**config.mk**
```make
export PLATFORM = sky130hd
export DESIGN_NAME = rr_bus_arbiter
export DESIGN_NICKNAME = d
export VERILOG_FILES = /design/src/rtl/rr_bus_arbiter.sv
export SDC_FILE = /design/constraint.sdc
export NUM_CORES = 1
export LEC_CHECK = 0
export ABC_CLOCK_PERIOD_IN_PS = 5500
export CORE_ASPECT_RATIO = 0.9
export CORE_MARGIN = 3
export CORE_UTILIZATION = 40
export CTS_BUF_LIST = sky130_fd_sc_hd__clkbuf_8
export DETAILED_ROUTE_END_ITERATION = 7
export GPL_TIMING_DRIVEN = 0
export PLACE_DENSITY_LB_ADDON = 0.3
export SYNTH_ARGS = -nofsm -noshare
export SYNTH_HDL_FRONTEND = slang
export SYNTH_SLANG_ARGS = --single-unit
```
**constraint.sdc**
```tcl
create_clock -name clk -period 5.5 [get_ports clk]
set_input_delay 1.65 -clock clk [delete_from_list [all_inputs] [get_ports clk]]
set_output_delay 1.65 -clock clk [all_outputs]
set_load 0.05 [all_outputs]
```
**src/rtl/rr_bus_arbiter.sv**
```systemverilog
// Round-robin owner selection for a shared 4-source bus. It drives the select code
// and one-hot tri-state enables, bounds each tenure, and adds a dead cycle between owners.
module rr_bus_arbiter #(
  parameter int MAX_HOLD = 8,
  parameter int CW       = 8
) (
  input  logic          clk,
  input  logic          rst_n,
  input  logic [3:0]    req,
  output logic [3:0]    gnt,
  output logic [1:0]    sel,
  output logic          busy,
  output logic [CW-1:0] hold_cnt,
  output logic [1:0]    state_dbg,
  output logic [1:0]    ptr_dbg
);

  typedef enum logic [1:0] {
    IDLE  = 2'd0,
    GRANT = 2'd1,
    TURN  = 2'd2
  } state_t;

  localparam logic [CW-1:0] MAX_C = CW'(MAX_HOLD);

  state_t        state_q, state_d;
  logic [1:0]    ptr_q, ptr_d;
  logic [3:0]    gnt_q, gnt_d;
  logic [1:0]    sel_q, sel_d;
  logic          busy_q, busy_d;
  logic [CW-1:0] hold_q, hold_d;

  logic [1:0]    win_idx;
  logic [1:0]    cand;
  logic          others_req;

  // Scan from the farthest offset down so the first requester at or after ptr wins.
  always_comb begin
    win_idx = ptr_q;
    cand    = '0;
    for (int i = 3; i >= 0; i--) begin
      cand = ptr_q + 2'(i);
      if (req[cand]) win_idx = cand;
    end
  end

  assign others_req = |(req & ~(4'b0001 << sel_q));

  always_comb begin
    state_d = state_q;
    ptr_d   = ptr_q;
    gnt_d   = gnt_q;
    sel_d   = sel_q;
    hold_d  = hold_q;
    case (state_q)
      IDLE, TURN: begin
        if (|req) begin
          state_d = GRANT;
          gnt_d   = 4'b0001 << win_idx;
          sel_d   = win_idx;
          hold_d  = CW'(1);
        end else begin
          state_d = IDLE;
          gnt_d   = 4'b0000;
        end
      end
      GRANT: begin
        if (!req[sel_q] || (hold_q == MAX_C && others_req)) begin
          state_d = TURN;
          gnt_d   = 4'b0000;
          ptr_d   = sel_q + 2'd1;
          hold_d  = '0;
        end else if (hold_q != MAX_C) begin
          hold_d  = hold_q + CW'(1);
        end
      end
      default: begin
        state_d = IDLE;
        gnt_d   = 4'b0000;
        hold_d  = '0;
      end
    endcase
    busy_d = |gnt_d;
  end

  always_ff @(posedge clk or negedge rst_n) begin
    if (!rst_n) begin
      state_q <= IDLE;
      ptr_q   <= '0;
      gnt_q   <= '0;
      sel_q   <= '0;
      busy_q  <= 1'b0;
      hold_q  <= '0;
    end else begin
      state_q <= state_d;
      ptr_q   <= ptr_d;
      gnt_q   <= gnt_d;
      sel_q   <= sel_d;
      busy_q  <= busy_d;
      hold_q  <= hold_d;
    end
  end

  assign gnt       = gnt_q;
  assign sel       = sel_q;
  assign busy      = busy_q;
  assign hold_cnt  = hold_q;
  assign state_dbg = state_q;
  assign ptr_dbg   = ptr_q;

endmodule
```
* Word-level counts from Yosys, hierarchy flattened
Cells that the tools add are included.
** Cells by class
- Reduce and logical (&&, ||, !) cells :: 11
- Add/sub/neg operators :: 5
- Bitwise logic cells :: 2
- Equality and inequality tests :: 7
- Shift-type cells :: 2
- Multiplexer cells :: 24
- Magnitude comparators :: 5
** Operators by type and width (number)
- $mux 8 :: 3
- $pmux 8 s2 :: 1
- $lt 2x3->1 const B :: 5
- $reduce_or 4->1 :: 3
- $bmux 1 s2 :: 5
- $mux 2 :: 5
- $add 8x1->8 const B :: 1
- $eq 8x4->1 const B :: 1
- $mux 4 :: 2
- $ne 8x4->1 const B :: 1
- $pmux 4 s2 :: 1
- $shl 1x2->4 const A :: 2
- $mux 1 :: 6
- $reduce_and 2->1 :: 3
- $add 2x1->2 const B :: 2
- $add 2x2->2 const B :: 2
- $and 4x4->4 :: 1
- $ne 2x2->1 const B :: 2
- $not 4->4 :: 1
- $pmux 2 s2 :: 1
- $ne 3x3->1 const B :: 1
- $eq 2x1->1 const B :: 1
- $eq 2x2->1 const B :: 1
- $logic_not 2->1 :: 1
- 4 further kinds :: 4
** Word-level totals
- Bits in registers :: 19
- Input bits :: 6
- Logic and storage cells :: 62
- Output and inout port bits :: 19

* Logic depth before layout (Yosys ltp)
Gate-level depths: netlist of the first run.
- Depth in word-level cells :: 11
- Mapped depth :: 8

* Least setup slack after synthesis of the first run
OpenSTA, ideal clock, no wires.
- Path kind :: input -> register
- Start :: input req[3]
- End :: register hold_q[5], in the netlist hold_cnt[5]
- Arrival :: 3.020 ns
- Setup time :: 0.089 ns
- Path slack :: 2.391 ns
- Stages on the path :: 7
- Data required time :: 5.411 ns
- Cells stage by stage :: buf_4 -> nand2b_1 -> o2111ai_1 -> a2111oi_2 -> buf_6 -> nand3b_1 -> o211ai_1
** Between the ends
- Cells in the longest elaborated chain, start to end :: 6
- Elaborated cells on any way between the ends :: 13
- Classes of those cells :: eq/ne (2); mux (4); bitwise (1); reduce/logical (6)
** RTL lines
- start: declaration :: RTL line 9 : input logic [3:0] req,
- $bmux 1 s2 or $and 4x4->4 (tied branches) :: RTL line 68, 47
- $mux 1 (not written as such) or $reduce_or 4->1 (tied branches) :: RTL line 68, 47
- $logic_not 1->1 or $logic_and 1x1->1 (tied branches) :: RTL line 68 : if (!req[sel_q] || (hold_q == MAX_C && others_req)) begin
- $logic_or 1x1->1 :: RTL line 68
- $mux 8 or $ne 3x3->1 (tied branches)
- $pmux 8 s2 or $reduce_and 2->1 (tied branches)
- end signal: assignment :: RTL line 100 : hold_q <= hold_d;
- end: declaration :: RTL line 31 : logic [CW-1:0] hold_q, hold_d;
Parallel ways exist; a longest one is shown, timed or not. The select of a mux whose other input is x is not followed.
A chain may end at the register's enable or synchronous reset.

* Worst setup path after layout of the first run
- Start :: input req[2]
- End :: register hold_q[5], in the netlist hold_cnt[5]
Same word-level chain as after synthesis.

==> flow_summary.yaml, run 1 <==
timing:
  tightest_slew_ns: 0.888
  fin_crit_ns: 3.55
  maxSlewViolCount: 0
  setup_viol: 0
  hold_viol: 0
  slew_headroom_pct: 40.6
  max_freq_ghz: 0.282
  setup_ws_ns: 1.95
  tns_ns: 0
  hold_ws_ns: 0.516
  rsz0062_at_grt: "no"
  layout_worst_path_cycle_share_pct: 64.5
  clock_skew_ns: 0.00355
clock_tree:
  clk_path_buf_depth: 2
  cts_sinks: 19
  cts-root-buf: "clkbuf_8"
  cts_resized: 0
  cts_tree: "yes"
  clock_latency_ns: 0.25
  cts_hold_buf: 0
  cts.clk_slew.worst_paths_ns: 0.07
  cts_buffers: 3
  postCtsSetupBuffers: 0
  htree_levels: 1
logic_synthesis:
  ys_ff_latch: 19
  ys_warn_count: 0
  synth-async-reset-ratio_pct: 100
  synth_cell_types: 42
  syn_nets: 134
  syn-instance-count: 122
  synth_area_um2: 1150
  synth_edf_count: 0
  yosysSeqAreaShare_pct: 41.3
  synth-main-ff-cell: "dfrtp_1"
  syn_area_per_cell_um2: 9.45
critical_path:
  path_max_fanout: 10
  required_ns: 5.67
  setup.worst_path.class: "input pin to register"
  setup.worst_path.start_class: "input pin"
  arrival_ns: 3.72
  rr_worst_depth: 8
  cp-end-kind: "register"
  r2r_slack_ns: 3.13
power_and_ir_drop:
  leakagePower_nw: 0.662
  peakVddDrop_uv: 321
  cellPowerDensity_nw_per_um2: 558
final_layout:
  final_cell_area_um2: 1480
  layout_common_cells: "clkdlybuf4s50_1, nand2_1, dfrtp_1"
  final_common_cell: "clkdlybuf4s50_1"
  n_fill_cell: 249
  antennaDiodeCount: 0
  fin_util_pct: 56.8
  fin_nets: 162
  syn2layout_area_growth_pct: 28.0
  drive_gt1_share_pct: 12.8
detailed_routing:
  final_antenna_net_count: 0
  vias: 981
  viasPerCell: 5.25
  avgRoutedWirePerCell_um: 13.3
  first_pass_iters: 4
  drt-initial-drc-count: 32
  route.detailed.drc: 0
  wl_mm: 2.49
floorplan:
  start_util_pct: 44.4
  die_h_um: 56.9
  core_area_um2: 2590
  rows: 17
  io-pin-count: 25
  dieArea_um2: 3560
  fp.dieW_um: 62.6
global_routing:
  grt_max_degree: 20
  grt_overflow_total: 0
  grt_pass1_vias: 973
  antenna_found_initial: 0
  grt_pass1_wl_mm: 4.43
  track_usage_pct: 15.3
placement:
  port_buffers: 23
  dpl.hpwl_mm: 1.85
  place.gp.congestion: 0.789
  place_ws_ns: 1.70
  dpl_cell_area_um2: 1430
worst_hold_path:
  hp-class: "register to register"
  hold_depth: 2
run:
  cap_violations: 0
run_status:
  status: "finished, final reports clean"
-- power breakdown --
part           internal, W  total [W]  switching [W]
Combinational     0.000179   0.000487       0.000308
Sequential        0.000187   0.000243      0.0000561
Clock            0.0000495  0.0000928      0.0000432
Total             0.000416   0.000823       0.000407
-- Yosys cell counts, types with 2 or more instances --
cell type   n  share of area, %
nand2_1    21               6.8
dfrtp_1    19                41
o21ai_0    13               5.6
inv_1       7               2.3
ha_1        6               6.5
nor2b_1     5               2.7
nor2_1      4               1.3
nand2b_1    3               1.6
nand3_1     3               1.3
a21oi_1     2              0.87
a22o_1      2               1.5
and3_1      2               1.1
mux2_4      2               2.6
nor4_1      2               1.1
o211ai_1    2               1.3
or2_2       2               1.1
or2b_2      2               1.5
-- area by class of cell --
cell class | count | area (um2) | area share, %
repair buffers | 23 | 230 | 15.6
inverters | 7 | 26.3 | 1.78
flip-flops and latches | 19 | 475 | 32.2
well taps | 38 | 47.5 | 3.22
clock buffers | 3 | 41.3 | 2.80
plain buffers | 3 | 22.5 | 1.53
multi-input cells | 93 | 628 | 42.6
clock inverters | 1 | 3.75 | 0.254
-- metal layers --
| layer | share of wire (%) | vias to the layer above | track usage [%] |
|---|---|---|---|
| met2 | 48 | 28 | 24.8 |
| met1 | 48 | 473 | 21.1 |
| met5 | 0 | - | 0 |
| li1 | - | 480 | - |
| met4 | 0 | 0 | 1.89 |
| met3 | 4.8 | 0 | 4.20 |
-- final timing paths --
path / startpoint / to
worst min-delay path: gnt[3] / gnt[3]
max in group asynchronous: rst_n / state_dbg[0]
min in group asynchronous: rst_n / ptr_dbg[1]
worst max-delay path: req[2] / hold_cnt[5]
worst min register to register: gnt[3] / gnt[3]
worst max register to register: sel[0] / hold_cnt[5]
-- cells by family after synthesis --
kind of cell,count (synthesis),synth area share (%)
and+or+nand+nor,53,25.6
AOI/OAI and AO/OA,30,18.0
DFF,19,41.3
adders and majority gates,6,6.51
muxes,3,3.58
buffers and inverters,10,4.23
xor gates and xnor gates,1,0.760
-- per-stage QoR --
| stage | std cells | total power (W) |
|---|---|---|
| after floorplan | 122 | 0.000581 |
| after global placement | 183 | 0.000722 |
| after detailed placement | 183 | 0.000734 |
| after CTS | 187 | 0.000833 |
| after global routing | 187 | 0.000882 |
| final | 187 | 0.000823 |
-- critical path: stages --
cell             delay, ns
clkdlybuf4s50_1       0.49
or2b_2                0.19
o2111ai_1             0.17
a2111oi_2             0.82
buf_6                 0.23
nand3b_1              0.08
o211ai_1              0.09
-- sequential cells by signal (all words and copies together), names as in the netlist --
name / flops
gnt: 4
busy: 1
hold_cnt: 8
ptr_dbg: 2
state_dbg: 2
sel: 2
Note: power is estimated with default switching activity, not from simulation.
==> run 2: changes to the inputs <==
- ABC_CLOCK_PERIOD_IN_PS: 5500 -> 3700
- clock period: 5.5 -> 3.7 ns (I/O delays scaled with it)
==> results of run 2 <==
The final DEF is identical to that of run 1. Status: finished, final reports clean.
Main changes from that run: setup slack after placement 1.70 ns -> 0.443 ns; setup slack after layout 1.95 ns -> 0.694 ns; register-to-register setup slack 3.13 ns -> 1.33 ns; total power 0.000823 W -> 0.00122 W; worst IR drop on VDD 321 uV -> 478 uV
